**config.mk**
```make
export PLATFORM = sky130hd
export DESIGN_NAME = mem_port_arbiter_flat
export DESIGN_NICKNAME = d
export VERILOG_FILES = /design/src/rtl/mem_port_arbiter_pkg.sv /design/src/rtl/mem_port_arbiter_if.sv /design/src/rtl/mem_port_arbiter_arb_prio.sv /design/src/rtl/mem_port_arbiter.sv /design/src/flat_wrapper.sv
export SDC_FILE = /design/constraint.sdc
export NUM_CORES = 1
export LEC_CHECK = 0
export ABC_CLOCK_PERIOD_IN_PS = 2020
export BUFFER_PORTS_ARGS = -buffer_cell sky130_fd_sc_hd__buf_4
export CAP_MARGIN = 20
export CORE_MARGIN = 2
export CORE_UTILIZATION = 42
export DETAILED_ROUTE_END_ITERATION = 16
export GPL_ROUTABILITY_DRIVEN = 0
export GPL_TIMING_DRIVEN = 0
export PLACE_DENSITY = 0.8
export REMOVE_ABC_BUFFERS = 1
export SKIP_CTS_REPAIR_TIMING = 1
export SLEW_MARGIN = 40
export SYNTH_ARGS = -nofsm -noshare
export SYNTH_HDL_FRONTEND = slang
export SYNTH_SLANG_ARGS = --single-unit
```
**constraint.sdc**
```tcl
create_clock -name clk -period 2.02 [get_ports clk]
set_clock_uncertainty 0.1 [all_clocks]
set_input_delay 0.101 -clock clk [delete_from_list [all_inputs] [get_ports clk]]
set_output_delay 0.101 -clock clk [all_outputs]
set_load 0.02 [all_outputs]
```
**src/rtl/mem_port_arbiter_pkg.sv**
```systemverilog
// Shared encodings for the IF/MEM memory-port arbiter.
package mem_port_arbiter_pkg;

    typedef enum logic [1:0] {
        IDLE = 2'd0,
        REQ  = 2'd1,
        WAIT = 2'd2
    } arb_state_e;

    typedef enum logic {
        OWN_IF  = 1'b0,
        OWN_MEM = 1'b1
    } owner_e;

    localparam logic [31:0] NOP_INSTR = 32'h00000013;
    localparam logic [3:0]  BE_FULL   = 4'hF;

endpackage

```
**src/rtl/mem_port_arbiter_if.sv**
```systemverilog
// Requester, bus and status bundle of the memory-port arbiter.
// Suffixes are from the arbiter's point of view: slave = arbiter, master = environment.
interface mem_port_arbiter_if;
    logic        if_req_i;
    logic [31:0] if_addr_i;
    logic [31:0] if_rdata_o;
    logic        if_ack_o;

    logic        dm_req_i;
    logic        dm_we_i;
    logic [31:0] dm_addr_i;
    logic [31:0] dm_wdata_i;
    logic [3:0]  dm_be_i;
    logic [31:0] dm_rdata_o;
    logic        dm_ack_o;

    logic        bus_req_o;
    logic        bus_we_o;
    logic [31:0] bus_addr_o;
    logic [31:0] bus_wdata_o;
    logic [3:0]  bus_be_o;
    logic        bus_gnt_i;
    logic        bus_rvalid_i;
    logic [31:0] bus_rdata_i;

    logic        stall_if_o;
    logic        stall_mem_o;
    logic        err_o;

    modport slave (
        input  if_req_i, if_addr_i,
        output if_rdata_o, if_ack_o,
        input  dm_req_i, dm_we_i, dm_addr_i, dm_wdata_i, dm_be_i,
        output dm_rdata_o, dm_ack_o,
        output bus_req_o, bus_we_o, bus_addr_o, bus_wdata_o, bus_be_o,
        input  bus_gnt_i, bus_rvalid_i, bus_rdata_i,
        output stall_if_o, stall_mem_o, err_o
    );

    modport master (
        output if_req_i, if_addr_i,
        input  if_rdata_o, if_ack_o,
        output dm_req_i, dm_we_i, dm_addr_i, dm_wdata_i, dm_be_i,
        input  dm_rdata_o, dm_ack_o,
        input  bus_req_o, bus_we_o, bus_addr_o, bus_wdata_o, bus_be_o,
        output bus_gnt_i, bus_rvalid_i, bus_rdata_i,
        input  stall_if_o, stall_mem_o, err_o
    );
endinterface

```
**src/rtl/mem_port_arbiter_arb_prio.sv**
```systemverilog
// Owner pick for the shared bus: MEM first, IF forced after STARVE_LIMIT
// consecutive data grants taken while a fetch was waiting.
module arb_prio
    import mem_port_arbiter_pkg::*;
#(
    parameter int STARVE_LIMIT = 4
) (
    input  logic   clk,
    input  logic   rst,
    input  logic   if_req_i,
    input  logic   dm_req_i,
    input  logic   grant_en_i,
    output logic   pick_valid_o,
    output owner_e pick_owner_o
);
    localparam int CW = $clog2(STARVE_LIMIT + 2);

    logic [CW-1:0] starve_cnt_q;
    logic [CW-1:0] starve_cnt_d;
    logic          if_forced;

    always_comb begin
        if_forced    = if_req_i && (starve_cnt_q == CW'(STARVE_LIMIT));
        pick_valid_o = if_req_i || dm_req_i;
        pick_owner_o = (dm_req_i && !if_forced) ? OWN_MEM : OWN_IF;

        starve_cnt_d = starve_cnt_q;
        if (!if_req_i) begin
            starve_cnt_d = '0;
        end else if (grant_en_i && pick_valid_o) begin
            // A MEM grant here always has if_forced low, so the count stays <= limit
            if (pick_owner_o == OWN_IF) starve_cnt_d = '0;
            else                        starve_cnt_d = starve_cnt_q + 1'b1;
        end
    end

    always_ff @(posedge clk or negedge rst) begin
        if (!rst) starve_cnt_q <= '0;
        else      starve_cnt_q <= starve_cnt_d;
    end

endmodule

```
**src/rtl/mem_port_arbiter.sv**
```systemverilog
// Shares one external memory bus between the IF and MEM pipeline ports,
// with per-port ack/rdata, pipeline stall outputs and a sticky timeout flag.
//
//   state | meaning
//   IDLE  | no transaction; pick an owner and latch its request fields
//   REQ   | bus_req_o high, waiting for bus_gnt_i
//   WAIT  | address accepted, waiting for bus_rvalid_i
module mem_port_arbiter
    import mem_port_arbiter_pkg::*;
#(
    parameter int TIMEOUT_CYCLES = 255,
    parameter int STARVE_LIMIT   = 4
) (
    input  logic              clk,
    input  logic              rst,
    mem_port_arbiter_if.slave port
);
    localparam int            TW       = $clog2(TIMEOUT_CYCLES + 1);
    localparam logic [TW-1:0] TMO_LAST = TW'(TIMEOUT_CYCLES - 1);

    arb_state_e    state_q;
    owner_e        owner_q;
    logic [TW-1:0] tmo_cnt_q;
    logic          bus_req_q;
    logic          bus_we_q;
    logic [31:0]   bus_addr_q;
    logic [31:0]   bus_wdata_q;
    logic [3:0]    bus_be_q;
    logic          if_ack_q;
    logic          dm_ack_q;
    logic [31:0]   if_rdata_q;
    logic [31:0]   dm_rdata_q;
    logic          err_q;

    logic          pick_valid;
    owner_e        pick_owner;
    logic          done;
    logic          abort;
    logic [31:0]   if_resp;
    logic [31:0]   dm_resp;

    arb_prio #(
        .STARVE_LIMIT (STARVE_LIMIT)
    ) u_prio (
        .clk          (clk),
        .rst          (rst),
        .if_req_i     (port.if_req_i),
        .dm_req_i     (port.dm_req_i),
        .grant_en_i   (state_q == IDLE),
        .pick_valid_o (pick_valid),
        .pick_owner_o (pick_owner)
    );

    // A response on the last allowed cycle counts as a completion, not a timeout
    always_comb begin
        done    = (state_q == WAIT) && port.bus_rvalid_i;
        abort   = (state_q != IDLE) && !done && (tmo_cnt_q == TMO_LAST);
        if_resp = done ? port.bus_rdata_i : NOP_INSTR;
        dm_resp = (done && !bus_we_q) ? port.bus_rdata_i : '0;
    end

    always_ff @(posedge clk or negedge rst) begin
        if (!rst) begin
            state_q     <= IDLE;
            owner_q     <= OWN_IF;
            tmo_cnt_q   <= '0;
            bus_req_q   <= 1'b0;
            bus_we_q    <= 1'b0;
            bus_addr_q  <= '0;
            bus_wdata_q <= '0;
            bus_be_q    <= '0;
            if_ack_q    <= 1'b0;
            dm_ack_q    <= 1'b0;
            if_rdata_q  <= '0;
            dm_rdata_q  <= '0;
            err_q       <= 1'b0;
        end else begin
            if_ack_q <= 1'b0;
            dm_ack_q <= 1'b0;
            case (state_q)
                IDLE: begin
                    if (pick_valid) begin
                        owner_q   <= pick_owner;
                        tmo_cnt_q <= '0;
                        bus_req_q <= 1'b1;
                        state_q   <= REQ;
                        if (pick_owner == OWN_MEM) begin
                            bus_we_q    <= port.dm_we_i;
                            bus_addr_q  <= port.dm_addr_i;
                            bus_wdata_q <= port.dm_wdata_i;
                            bus_be_q    <= port.dm_be_i;
                        end else begin
                            bus_we_q    <= 1'b0;
                            bus_addr_q  <= port.if_addr_i;
                            bus_wdata_q <= '0;
                            bus_be_q    <= BE_FULL;
                        end
                    end
                end
                REQ, WAIT: begin
                    if (done || abort) begin
                        bus_req_q <= 1'b0;
                        state_q   <= IDLE;
                        if (abort) err_q <= 1'b1;
                        if (owner_q == OWN_MEM) begin
                            dm_ack_q   <= 1'b1;
                            dm_rdata_q <= dm_resp;
                        end else begin
                            if_ack_q   <= 1'b1;
                            if_rdata_q <= if_resp;
                        end
                    end else begin
                        tmo_cnt_q <= tmo_cnt_q + 1'b1;
                        if (state_q == REQ && port.bus_gnt_i) begin
                            bus_req_q <= 1'b0;
                            state_q   <= WAIT;
                        end
                    end
                end
                default: begin
                    bus_req_q <= 1'b0;
                    state_q   <= IDLE;
                end
            endcase
        end
    end

    assign port.bus_req_o   = bus_req_q;
    assign port.bus_we_o    = bus_we_q;
    assign port.bus_addr_o  = bus_addr_q;
    assign port.bus_wdata_o = bus_wdata_q;
    assign port.bus_be_o    = bus_be_q;
    assign port.if_ack_o    = if_ack_q;
    assign port.dm_ack_o    = dm_ack_q;
    assign port.if_rdata_o  = if_rdata_q;
    assign port.dm_rdata_o  = dm_rdata_q;
    assign port.err_o       = err_q;
    assign port.stall_if_o  = port.if_req_i && !if_ack_q;
    assign port.stall_mem_o = port.dm_req_i && !dm_ack_q;

endmodule

```
**src/flat_wrapper.sv**
```systemverilog
// flat-port wrapper written by rule: the top's interface ports become plain ports
module mem_port_arbiter_flat import mem_port_arbiter_pkg::*;
#(
    parameter int TIMEOUT_CYCLES = 255,
    parameter int STARVE_LIMIT   = 4
)
  (clk, rst, port_if_req_i, port_if_addr_i, port_if_rdata_o, port_if_ack_o, port_dm_req_i, port_dm_we_i, port_dm_addr_i, port_dm_wdata_i, port_dm_be_i, port_dm_rdata_o, port_dm_ack_o, port_bus_req_o, port_bus_we_o, port_bus_addr_o, port_bus_wdata_o, port_bus_be_o, port_bus_gnt_i, port_bus_rvalid_i, port_bus_rdata_i, port_stall_if_o, port_stall_mem_o, port_err_o);
  mem_port_arbiter_if port_i ();
  input  logic clk;
  input  logic rst;
  input wire logic [$bits(port_i.if_req_i)-1:0] port_if_req_i;
  input wire logic [$bits(port_i.if_addr_i)-1:0] port_if_addr_i;
  output wire logic [$bits(port_i.if_rdata_o)-1:0] port_if_rdata_o;
  output wire logic [$bits(port_i.if_ack_o)-1:0] port_if_ack_o;
  input wire logic [$bits(port_i.dm_req_i)-1:0] port_dm_req_i;
  input wire logic [$bits(port_i.dm_we_i)-1:0] port_dm_we_i;
  input wire logic [$bits(port_i.dm_addr_i)-1:0] port_dm_addr_i;
  input wire logic [$bits(port_i.dm_wdata_i)-1:0] port_dm_wdata_i;
  input wire logic [$bits(port_i.dm_be_i)-1:0] port_dm_be_i;
  output wire logic [$bits(port_i.dm_rdata_o)-1:0] port_dm_rdata_o;
  output wire logic [$bits(port_i.dm_ack_o)-1:0] port_dm_ack_o;
  output wire logic [$bits(port_i.bus_req_o)-1:0] port_bus_req_o;
  output wire logic [$bits(port_i.bus_we_o)-1:0] port_bus_we_o;
  output wire logic [$bits(port_i.bus_addr_o)-1:0] port_bus_addr_o;
  output wire logic [$bits(port_i.bus_wdata_o)-1:0] port_bus_wdata_o;
  output wire logic [$bits(port_i.bus_be_o)-1:0] port_bus_be_o;
  input wire logic [$bits(port_i.bus_gnt_i)-1:0] port_bus_gnt_i;
  input wire logic [$bits(port_i.bus_rvalid_i)-1:0] port_bus_rvalid_i;
  input wire logic [$bits(port_i.bus_rdata_i)-1:0] port_bus_rdata_i;
  output wire logic [$bits(port_i.stall_if_o)-1:0] port_stall_if_o;
  output wire logic [$bits(port_i.stall_mem_o)-1:0] port_stall_mem_o;
  output wire logic [$bits(port_i.err_o)-1:0] port_err_o;
  assign port_i.if_req_i = port_if_req_i;
  assign port_i.if_addr_i = port_if_addr_i;
  assign port_if_rdata_o = port_i.if_rdata_o;
  assign port_if_ack_o = port_i.if_ack_o;
  assign port_i.dm_req_i = port_dm_req_i;
  assign port_i.dm_we_i = port_dm_we_i;
  assign port_i.dm_addr_i = port_dm_addr_i;
  assign port_i.dm_wdata_i = port_dm_wdata_i;
  assign port_i.dm_be_i = port_dm_be_i;
  assign port_dm_rdata_o = port_i.dm_rdata_o;
  assign port_dm_ack_o = port_i.dm_ack_o;
  assign port_bus_req_o = port_i.bus_req_o;
  assign port_bus_we_o = port_i.bus_we_o;
  assign port_bus_addr_o = port_i.bus_addr_o;
  assign port_bus_wdata_o = port_i.bus_wdata_o;
  assign port_bus_be_o = port_i.bus_be_o;
  assign port_i.bus_gnt_i = port_bus_gnt_i;
  assign port_i.bus_rvalid_i = port_bus_rvalid_i;
  assign port_i.bus_rdata_i = port_bus_rdata_i;
  assign port_stall_if_o = port_i.stall_if_o;
  assign port_stall_mem_o = port_i.stall_mem_o;
  assign port_err_o = port_i.err_o;
  mem_port_arbiter #(.TIMEOUT_CYCLES(TIMEOUT_CYCLES), .STARVE_LIMIT(STARVE_LIMIT)) u_core (.clk(clk), .rst(rst), .port(port_i));
endmodule
```
==> impl_metrics.tcl, run 1 <==
set metrics [dict create \
    totalWireLength_um 21470 \
    clk_path_buf_depth 2 \
    pin_count 278 \
    p_comb_share_pct 45.0 \
    cp-start-kind "flop" \
    drt-initial-drc-count 343 \
    cts_root_buffer "clkbuf_16" \
    worst-path-max-fanout 17 \
    fin_ws_ns -0.07364 \
    initial_utilization_pct 42.37 \
    crit_type "reg -> reg" \
    fill_cells 836 \
    hold_viol 0 \
    wire_per_inst_um 19.50 \
    via_count 5956 \
    cp.required_ns 2.23 \
    yosys-top-cells-area "dfrtp_1 62%, a22o_1 14%, mux2i_1 5.4%" \
    irDropWorstVdd_uv 758.2 \
    drtAntennaViolNets 0 \
    overflow 0 \
    setup_viol 30 \
    grt_use_total_pct 22.18 \
    nNetsFinal 1048 \
    cts.clk_slew.worst_paths_ns 0.06 \
    dp.cells 914 \
    power_density_nw_per_um2 1484 \
    yosysSeqAreaShare_pct 61.65 \
    finalInstanceArea_um2 10690 \
    clock_latency_ns 0.42 \
    syn_to_final_growth_pct 75.65 \
    antenna_found_initial 2 \
    syn-cell-area_um2 6088 \
    clockPowerShare_pct 22.8 \
    switchingPower_mw 6.073 \
    htreeDepth 4 \
    via_per_inst 5.410 \
    coreArea_um2 14370 \
    maxSlewViolCount 0 \
    synth-async-reset-ratio_pct 100.0 \
    yosysWarnings 0 \
    p_int_mw 9.801 \
    drive_gt1_share_pct 38.62 \
    cts_tree "built" \
    grt_pass1_wl_um 27420 \
    die_h_um 124.4 \
    synth_top_area_share_pct 61.65 \
    synth_cells 476 \
    grt_max_degree 83 \
    p_sw_share_pct 38.26 \
    cp.arrival_ns 2.30 \
    instances_no_fill 1101 \
    violations "negative setup slack" \
    p_seq_share_pct 32.2 \
    min_period_ns 2.094 \
    dp_hpwl_um 12200 \
    cap_violations 0 \
    cts.sink_count 150 \
    relSlewSlack_pct 63.62 \
    rsz0062_at_grt "true" \
    hold_class "in -> reg" \
    route.detailed.drc 0 \
    timing.hold.ws_ns 0.04786 \
    grt_pass1_vias 5410 \
    finalCritPeriodShare_pct 103.6 \
    p_leak_nw 5.309 \
    ys_seq_elements 150 \
    critPathCaptureType "flop" \
    die_w_um 124.4 \
    tightestPinTransition_ns 0.5457 \
    yosys_most_used_dff "dfrtp_1" \
    status "finished with violations" \
    die_area_um2 15480 \
    drtPass1Iterations 5 \
    synth.distinct_cells 42 \
    synth_top_cell_by_area "dfrtp_1" \
    placed_area_um2 8414 \
    cts_made_buffers 17 \
    row_count 44 \
    fmaxAchievable_mhz 477.6 \
    synth-edff-count 0 \
    port-buffer-count 277 \
    synth_area_per_cell_um2 12.79 \
]
-- per-stage QoR --
step	setup slack (ns)	TNS (ns)	util [%]	total power, mW
after floorplan	-0.8505	-86.90	-	8.355
after global placement	-1.544	-185.62	57.19	10.97
after detailed placement	-0.5822	-39.28	58.56	11.43
after CTS	-0.6083	-41.39	63.22	15.06
after global routing	-0.1362	-3.047	74.41	16.60
final	-0.07364	-1.215	74.43	15.87
-- area by class of cell --
type	count	area [um^2]	share of cell area, %
antenna	3	7.507	0.07020
clock buffer	18	429.2	4.013
clock inverter	14	240.2	2.246
inverter	8	30.03	0.2808
multi-input combinational	288	2250	21.04
sequential	150	3754	35.10
tap	184	230.2	2.153
timing repair buffer	436	3754	35.10
-- worst max-delay path, stage by stage (launching register included) --
cell and delay, ns:
dfrtp_1 0.44, inv_2 0.09, ha_4 0.19, nand4b_4 0.21, o21ai_4 0.29, buf_12 0.17, nand3_4 0.08, buf_12 0.18
a22o_1 0.24
-- layout by cell type (no fill, tap or decap), drive strengths merged, types with 2 or more instances in the layout --
| cell type | Yosys | layout |
|---|---|---|
| bufinv | 0 | 5 |
| o21ai | 40 | 40 |
| o211ai | 2 | 2 |
| o2bb2ai | 2 | 2 |
| buf | 22 | 300 |
| diode | 0 | 3 |
| nor2 | 7 | 7 |
| nand4b | 3 | 3 |
| ha | 8 | 8 |
| nor4b | 2 | 2 |
| o22a | 7 | 7 |
| and3 | 2 | 2 |
| clkbuf | 10 | 19 |
| nand3 | 11 | 13 |
| dfrtp | 150 | 150 |
| o2111ai | 2 | 2 |
| dlygate4sd3 | 0 | 135 |
| nand2 | 47 | 47 |
| and2 | 3 | 3 |
| or4b | 2 | 2 |
| clkinv | 0 | 2 |
| nor2b | 4 | 4 |
| a21oi | 6 | 6 |
| inv | 8 | 14 |
| a22o | 94 | 94 |
| mux2i | 33 | 33 |
-- synthesized netlist by cell type (all sizes together), types with 2 or more instances --
cell type and count:
and2 3, mux2i 33, nor2b 4, nand2 47, nand4b 3, o2bb2ai 2
buf 22, nor2 7, or4b 2, and3 2, a21oi 6, inv 8
o22a 7, nor4b 2, clkbuf 10, o211ai 2, o2111ai 2, a22o 94
dfrtp 150, nand3 11, ha 8, o21ai 40
-- routing by layer --
layer	share of wire, %	track usage, %	up-vias
met5	0	0	-
met4	3.3	9.980	0
met3	6.7	7.216	65
met2	52	36.61	320
met1	38	26.52	2937
li1	-	-	2634
-- cells by family after synthesis --
kind of cell             after synthesis  share of synthesized area, %
AO/OA/AOI/OAI                        159                         20.45
AND/OR/NAND/NOR                       86                         7.378
buffers and inverters                 40                         3.453
adder cells (fa/ha/maj)                8                         1.644
multiplexers                          33                         5.425
flip-flops                           150                         61.65
-- power groups by stage --
stage	registers, mW	logic [mW]	clock network (mW)
finish	5.12	7.14	3.62
global route	5.25	7.57	3.78
CTS	5.02	6.40	3.64
detailed placement	5.05	6.39	0
global placement	4.97	6.00	0
floorplan	6.34	2.02	0
-- worst paths after layout --
kind,from,endpoint,slack (ns),depth (start not counted)
max,u_core.state_q[0],u_core.port.dm_rdata_o[25],-0.07,8
min,port_bus_gnt_i,u_core.state_q[0],0.05,5
max reg2reg,u_core.state_q[0],u_core.port.dm_rdata_o[25],-0.07,8
min reg2reg,u_core.port.err_o,u_core.port.err_o,0.38,1
max in group asynchronous,rst,u_core.port.bus_addr_o[7],0.93,3
min in group asynchronous,rst,u_core.port.dm_rdata_o[0],0.12,2
-- registers in the layout (all words and copies together) (netlist names) --
register	flops
u_core.port.if_rdata_o	32
u_core.u_prio.starve_cnt_q	3
u_core.port.err_o	1
u_core.port.bus_addr_o	32
u_core.port.bus_we_o	1
u_core.port.bus_be_o	4
u_core.owner_q	1
u_core.tmo_cnt_q	8
u_core.state_q	2
u_core.port.dm_ack_o	1
u_core.port.dm_rdata_o	32
u_core.port.bus_wdata_o	32
u_core.port.if_ack_o	1
Power figures use the tool's default switching activity.
==> run 2, diff against run 1 <==
--- a/config.mk
+++ b/config.mk
@@ -5,7 +5,7 @@
 export SDC_FILE = /design/constraint.sdc
 export NUM_CORES = 1
 export LEC_CHECK = 0
-export ABC_CLOCK_PERIOD_IN_PS = 2020
+export ABC_CLOCK_PERIOD_IN_PS = 1900
 export BUFFER_PORTS_ARGS = -buffer_cell sky130_fd_sc_hd__buf_4
 export CAP_MARGIN = 20
 export CORE_MARGIN = 2
@@ -13,6 +13,7 @@
 export DETAILED_ROUTE_END_ITERATION = 16
 export GPL_ROUTABILITY_DRIVEN = 0
 export GPL_TIMING_DRIVEN = 0
+export MAX_ROUTING_LAYER = met4
 export PLACE_DENSITY = 0.8
 export REMOVE_ABC_BUFFERS = 1
 export SKIP_CTS_REPAIR_TIMING = 1
==> constraint.sdc (replaced) <==
create_clock -name clk -period 1.9 [get_ports clk]
set_clock_uncertainty 0.1 [all_clocks]
set_input_delay 0.095 -clock clk [delete_from_list [all_inputs] [get_ports clk]]
set_output_delay 0.095 -clock clk [all_outputs]
set_load 0.02 [all_outputs]
==> impl_metrics.tcl, run 2 (same netlist as run 1, synthesis figures left out) <==
set metrics [dict create \
    fin_ws_ns -0.1194 \
    grt_pass1_vias 5408 \
    critPathBufInv 3 \
    critical-path-top-delay-family "compound AO/OA/AOI/OAI gates" \
    die_area_um2 15480 \
    fill_cells 823 \
    rsz0062_at_grt "true" \
    holdPathStages 3 \
    cts.clk_slew.worst_paths_ns 0.06 \
    cp.required_ns 2.10 \
    min_period_ns 2.019 \
    pin_count 278 \
    initial_utilization_pct 42.37 \
    setup_viol 61 \
    clk_path_buf_depth 2 \
    clockPowerShare_pct 22.3 \
    worstHoldStart "port_bus_rvalid_i" \
    maxSlewViolCount 0 \
    finalPower_mw 17.25 \
    cts_root_buffer "clkbuf_16" \
    final_common_cell "buf_4" \
    port-buffer-count 277 \
    timing.hold.ws_ns 0.01010 \
    p_sw_share_pct 38.65 \
    reg2reg_depth 8 \
    violations "negative setup slack" \
    placed_area_um2 8414 \
    r2r_start "u_core.state_q[1]" \
    cp-start-kind "flop" \
    cp_cell_sequence "inv_2, ha_4, nand4b_4, o21ai_4, buf_6, nand3_4, buf_12, a22o_1" \
    slowest_stage "dfrtp_1" \
    cts_tree "built" \
    hold_viol 0 \
    via_count 6146 \
    irDropWorstVdd_uv 881.7 \
    clock_latency_ns 0.42 \
    fmaxAchievable_mhz 495.2 \
    wire_per_inst_um 20.68 \
    totalWireLength_um 23040 \
    drtAntennaViolNets 0 \
    whs_endpoint "u_core.port.err_o" \
    switchingPower_mw 6.670 \
    slowest_delay_ns 0.43 \
    p_int_mw 10.59 \
    power_density_nw_per_um2 1585 \
    tightestPinTransition_ns 0.5694 \
    via_per_inst 5.517 \
    crit_type "reg -> reg" \
    grt_max_degree 83 \
    cts_made_buffers 17 \
    cts.sink_count 150 \
    finalInstanceArea_um2 10890 \
    syn_to_final_growth_pct 78.79 \
    grt_pass1_wl_um 27380 \
    htreeDepth 4 \
    route.detailed.drc 0 \
    nNetsFinal 1063 \
    r2r_end "u_core.port.dm_rdata_o[7]" \
    drive_gt1_share_pct 39.94 \
    cap_violations 0 \
    drtPass1Iterations 6 \
    critPathCaptureType "flop" \
    dp_hpwl_um 12200 \
    layout_common_cells "292 x buf_4, 150 x dfrtp_1, 135 x dlygate4sd3_1" \
    die_h_um 124.4 \
    die_w_um 124.4 \
    coreArea_um2 14370 \
    status "finished with violations" \
    row_count 44 \
    overflow 0 \
    finalCritPeriodShare_pct 106.3 \
    relSlewSlack_pct 62.04 \
    worst-path-max-fanout 17 \
    p_seq_share_pct 31.6 \
    p_comb_share_pct 46.1 \
    hold_class "in -> reg" \
    p_leak_nw 5.413 \
    drt-initial-drc-count 393 \
    place_ws_ns -0.7022 \
    rrSetupSlack_ns -0.12 \
    grt_use_total_pct 22.87 \
    antenna_found_initial 1 \
    cp.arrival_ns 2.22 \
]
==> run 2: changes by cell type in the layout (fill, tap and decap cells not counted), sizes merged <==
cell   before  now
diode       3    1
buf       300  311
nand2      47   51
==> run 2: cell type report <==
cell class | count | area (um^2) | share of cell area, %
Multi-Input combinational cell | 292 | 2318 | 21.30
Sequential cell | 150 | 3754 | 34.48
Tap cell | 184 | 230.2 | 2.115
Timing Repair Buffer | 447 | 3881 | 35.66
Clock inverter | 14 | 240.2 | 2.207
Inverter | 8 | 30.03 | 0.2759
Antenna cell | 1 | 2.502 | 0.02299
Clock buffer | 18 | 429.2 | 3.943
==> run 2: worst max path at each step <==
stage | from | endpoint | slack [ns] | cells past startpoint
2_1_floorplan | u_core.state_q[0] | u_core.port.if_rdata_o[10] | -0.97 | 5
3_3_place_gp | u_core.state_q[0] | u_core.port.if_rdata_o[13] | -1.66 | 5
3_5_place_dp | u_core.state_q[0] | u_core.port.if_rdata_o[3] | -0.70 | 5
4_1_cts | u_core.state_q[0] | u_core.port.if_rdata_o[3] | -0.73 | 5
5_1_grt | u_core.state_q[1] | u_core.port.dm_rdata_o[9] | -0.19 | 8
6_report | u_core.state_q[1] | u_core.port.dm_rdata_o[7] | -0.12 | 8
==> run 2: routing by layer <==
layer	track usage, %	vias up	part of all wire, %
met1	27.24	3049	37
met3	6.100	61	6.9
met2	36.52	363	53
met5	-	-	0
li1	-	2673	-
met4	10.51	0	3.0
==> run 2: metrics by stage <==
step | utilization [%] | instances | TNS [ns]
3_3_place_gp | 57.19 | 905 | -202.56
3_5_place_dp | 58.56 | 914 | -53.66
6_report | 75.76 | 1114 | -2.980
5_1_grt | 75.76 | 1114 | -8.155
2_1_floorplan | - | 444 | -103.61
4_1_cts | 63.22 | 946 | -56.29
==> run 2: power groups by stage <==
stage,logic (mW),clock network [mW],registers (mW)
final,7.96,3.84,5.46
after global routing,8.39,4.02,5.58
after CTS,6.80,3.87,5.34
after detailed placement,6.79,0,5.36
after global placement,6.38,0,5.29
after floorplan,2.14,0,6.74
==> run 2: tightest hold or removal path, delay by kind of cell <==
family                 cells  cell delay, ns
buffers and inverters      1            0.13
AO/OA/AOI/OAI              1            0.16
AND/OR/NAND/NOR            1            0.12
==> run 3, diff against run 2 <==
--- a/config.mk
+++ b/config.mk
@@ -15,7 +15,6 @@
 export GPL_TIMING_DRIVEN = 0
 export MAX_ROUTING_LAYER = met4
 export PLACE_DENSITY = 0.8
-export REMOVE_ABC_BUFFERS = 1
 export SKIP_CTS_REPAIR_TIMING = 1
 export SLEW_MARGIN = 40
 export SYNTH_ARGS = -nofsm -noshare
==> impl_metrics.tcl, run 3 (same netlist as run 1, synthesis figures left out) <==
set metrics [dict create \
    fill_cells 829 \
    grt_max_degree 82 \
    violations "negative setup slack" \
    dr_wl_met2_um 12120 \
    final_common_cell "buf_4" \
    maxSlewViolCount 0 \
    initial_utilization_pct 42.37 \
    hold_class "in -> reg" \
    cts_made_buffers 17 \
    nNetsFinal 1070 \
    clk_path_buf_depth 2 \
    cap_violations 0 \
    grt_pass1_wl_um 29700 \
    multi_input_area_um2 2230 \
    top_layer_used "met4" \
    fin_ws_ns -0.05675 \
    setup_viol 30 \
    grt_pass1_vias 5531 \
    p_comb_share_pct 46.8 \
    r2r_start "u_core.state_q[0]" \
    cts.sink_count 150 \
    p_leak_nw 5.350 \
    drtAntennaViolNets 0 \
    port-buffer-count 276 \
    cts_tree "built" \
    die_h_um 124.4 \
    coreArea_um2 14370 \
    cp.required_ns 2.09 \
    cts_root_buffer "clkbuf_16" \
    via_per_inst 5.594 \
    syn_to_final_growth_pct 75.50 \
    reg2reg_depth 7 \
    drive_gt1_share_pct 40.43 \
    clockPowerShare_pct 20.0 \
    drt-initial-drc-count 362 \
    cts.clk_slew.worst_paths_ns 0.06 \
    antenna_found_initial 2 \
    crit_type "reg -> reg" \
    totalWireLength_um 23940 \
    rrSetupSlack_ns -0.06 \
    r2r_end "u_core.tmo_cnt_q[0]" \
    finalPower_mw 16.61 \
    die_area_um2 15480 \
    irDropWorstVdd_uv 871.1 \
    min_period_ns 1.957 \
    tightestPinTransition_ns 0.5739 \
    met3_length_um 1865 \
    synth_nets 623 \
    final.setup.tns_ns -0.8971 \
    worstSetupEndpoint "u_core.tmo_cnt_q[0]" \
    finalCritPeriodShare_pct 103.0 \
    via_count 6271 \
    hold_viol 0 \
    rsz0062_at_grt "true" \
    p_seq_share_pct 33.2 \
    pin_count 278 \
    relSlewSlack_pct 61.74 \
    timing.hold.ws_ns 0.04493 \
    cp-start-kind "flop" \
    row_count 44 \
    p_sw_share_pct 39.70 \
    htreeDepth 4 \
    route.detailed.drc 0 \
    overflow 0 \
    worst-path-max-fanout 7 \
    status "finished with violations" \
    grt_use_total_pct 24.97 \
    seqCellArea_um2 3755 \
    crit_path_start "u_core.state_q[0]" \
    dp_hpwl_um 13710 \
    wl_met1_um 8782 \
    power_density_nw_per_um2 1555 \
    layout_common_cells "291 x buf_4, 149 x dfrtp_1, 135 x dlygate4sd3_1" \
    clock_latency_ns 0.41 \
    switchingPower_mw 6.594 \
    wire_per_inst_um 21.35 \
    drtPass1Iterations 5 \
    critPathCaptureType "flop" \
    die_w_um 124.4 \
    cp.arrival_ns 2.15 \
    p_int_mw 10.02 \
    fmaxAchievable_mhz 511.1 \
]
[run 3: through the flow]
step           utilization [%]  instances  worst slack (ns)  instance area (um^2)
4_1_cts                  62.77        968           -0.2493                  9019
2_1_floorplan                -        476           0.01155                  6110
6_report                 74.36       1121          -0.05675                 10690
5_1_grt                  74.36       1121           -0.1538                 10690
3_3_place_gp             58.54        936           -0.1710                  8412
3_5_place_dp             58.79        937           -0.2362                  8447
[run 3: power by group through the flow]
stage / sequential [mW] / combinational, mW / clock (mW)
final: 5.51 / 7.77 / 3.32
after global routing: 5.63 / 8.17 / 3.51
after CTS: 5.38 / 6.85 / 3.34
after detailed placement: 5.38 / 6.85 / 0
after global placement: 5.31 / 6.65 / 0
after floorplan: 6.74 / 2.33 / 0
[run 3: layout make-up]
| class | instances | area share, % |
|---|---|---|
| diodes | 2 | 0.04684 |
| plain buffers | 32 | 2.529 |
| clock buffers | 19 | 4.145 |
| clock inverters | 12 | 1.206 |
| inverters | 8 | 0.2810 |
| multi-input cells | 286 | 20.87 |
| flip-flops and latches | 150 | 35.14 |
| well taps | 184 | 2.155 |
| repair buffers | 428 | 33.63 |
[run 3: worst min-delay path by stage]
stage | from | slack (ns) | cells after the start | to
3_5_place_dp | rst | -0.008 | 1 | u_core.port.dm_rdata_o[10]
5_1_grt | port_bus_rvalid_i | 0.05 | 3 | u_core.port.if_rdata_o[4]
3_3_place_gp | port_dm_be_i[3] | 0.21 | 2 | u_core.port.bus_be_o[3]
4_1_cts | rst | -0.46 | 1 | u_core.port.err_o
2_1_floorplan | rst | -0.30 | 0 | u_core.owner_q
6_report | port_bus_gnt_i | 0.04 | 5 | u_core.state_q[0]
[run 3: per-layer routing]
metal,global-route usage (%),vias to the layer above
li1,-,2667
met1,29.63,3117
met2,40.73,381
met3,7.088,106
met4,9.253,0
met5,-,-
[run 3: critical path, stage by stage, from the launching register on]
cell and delay (ns):
dfrtp_2 0.44, inv_2 0.10, ha_4 0.15, buf_8 0.11
or3b_4 0.41, o211ai_4 0.16, nor4b_2 0.09, a311o_1 0.28
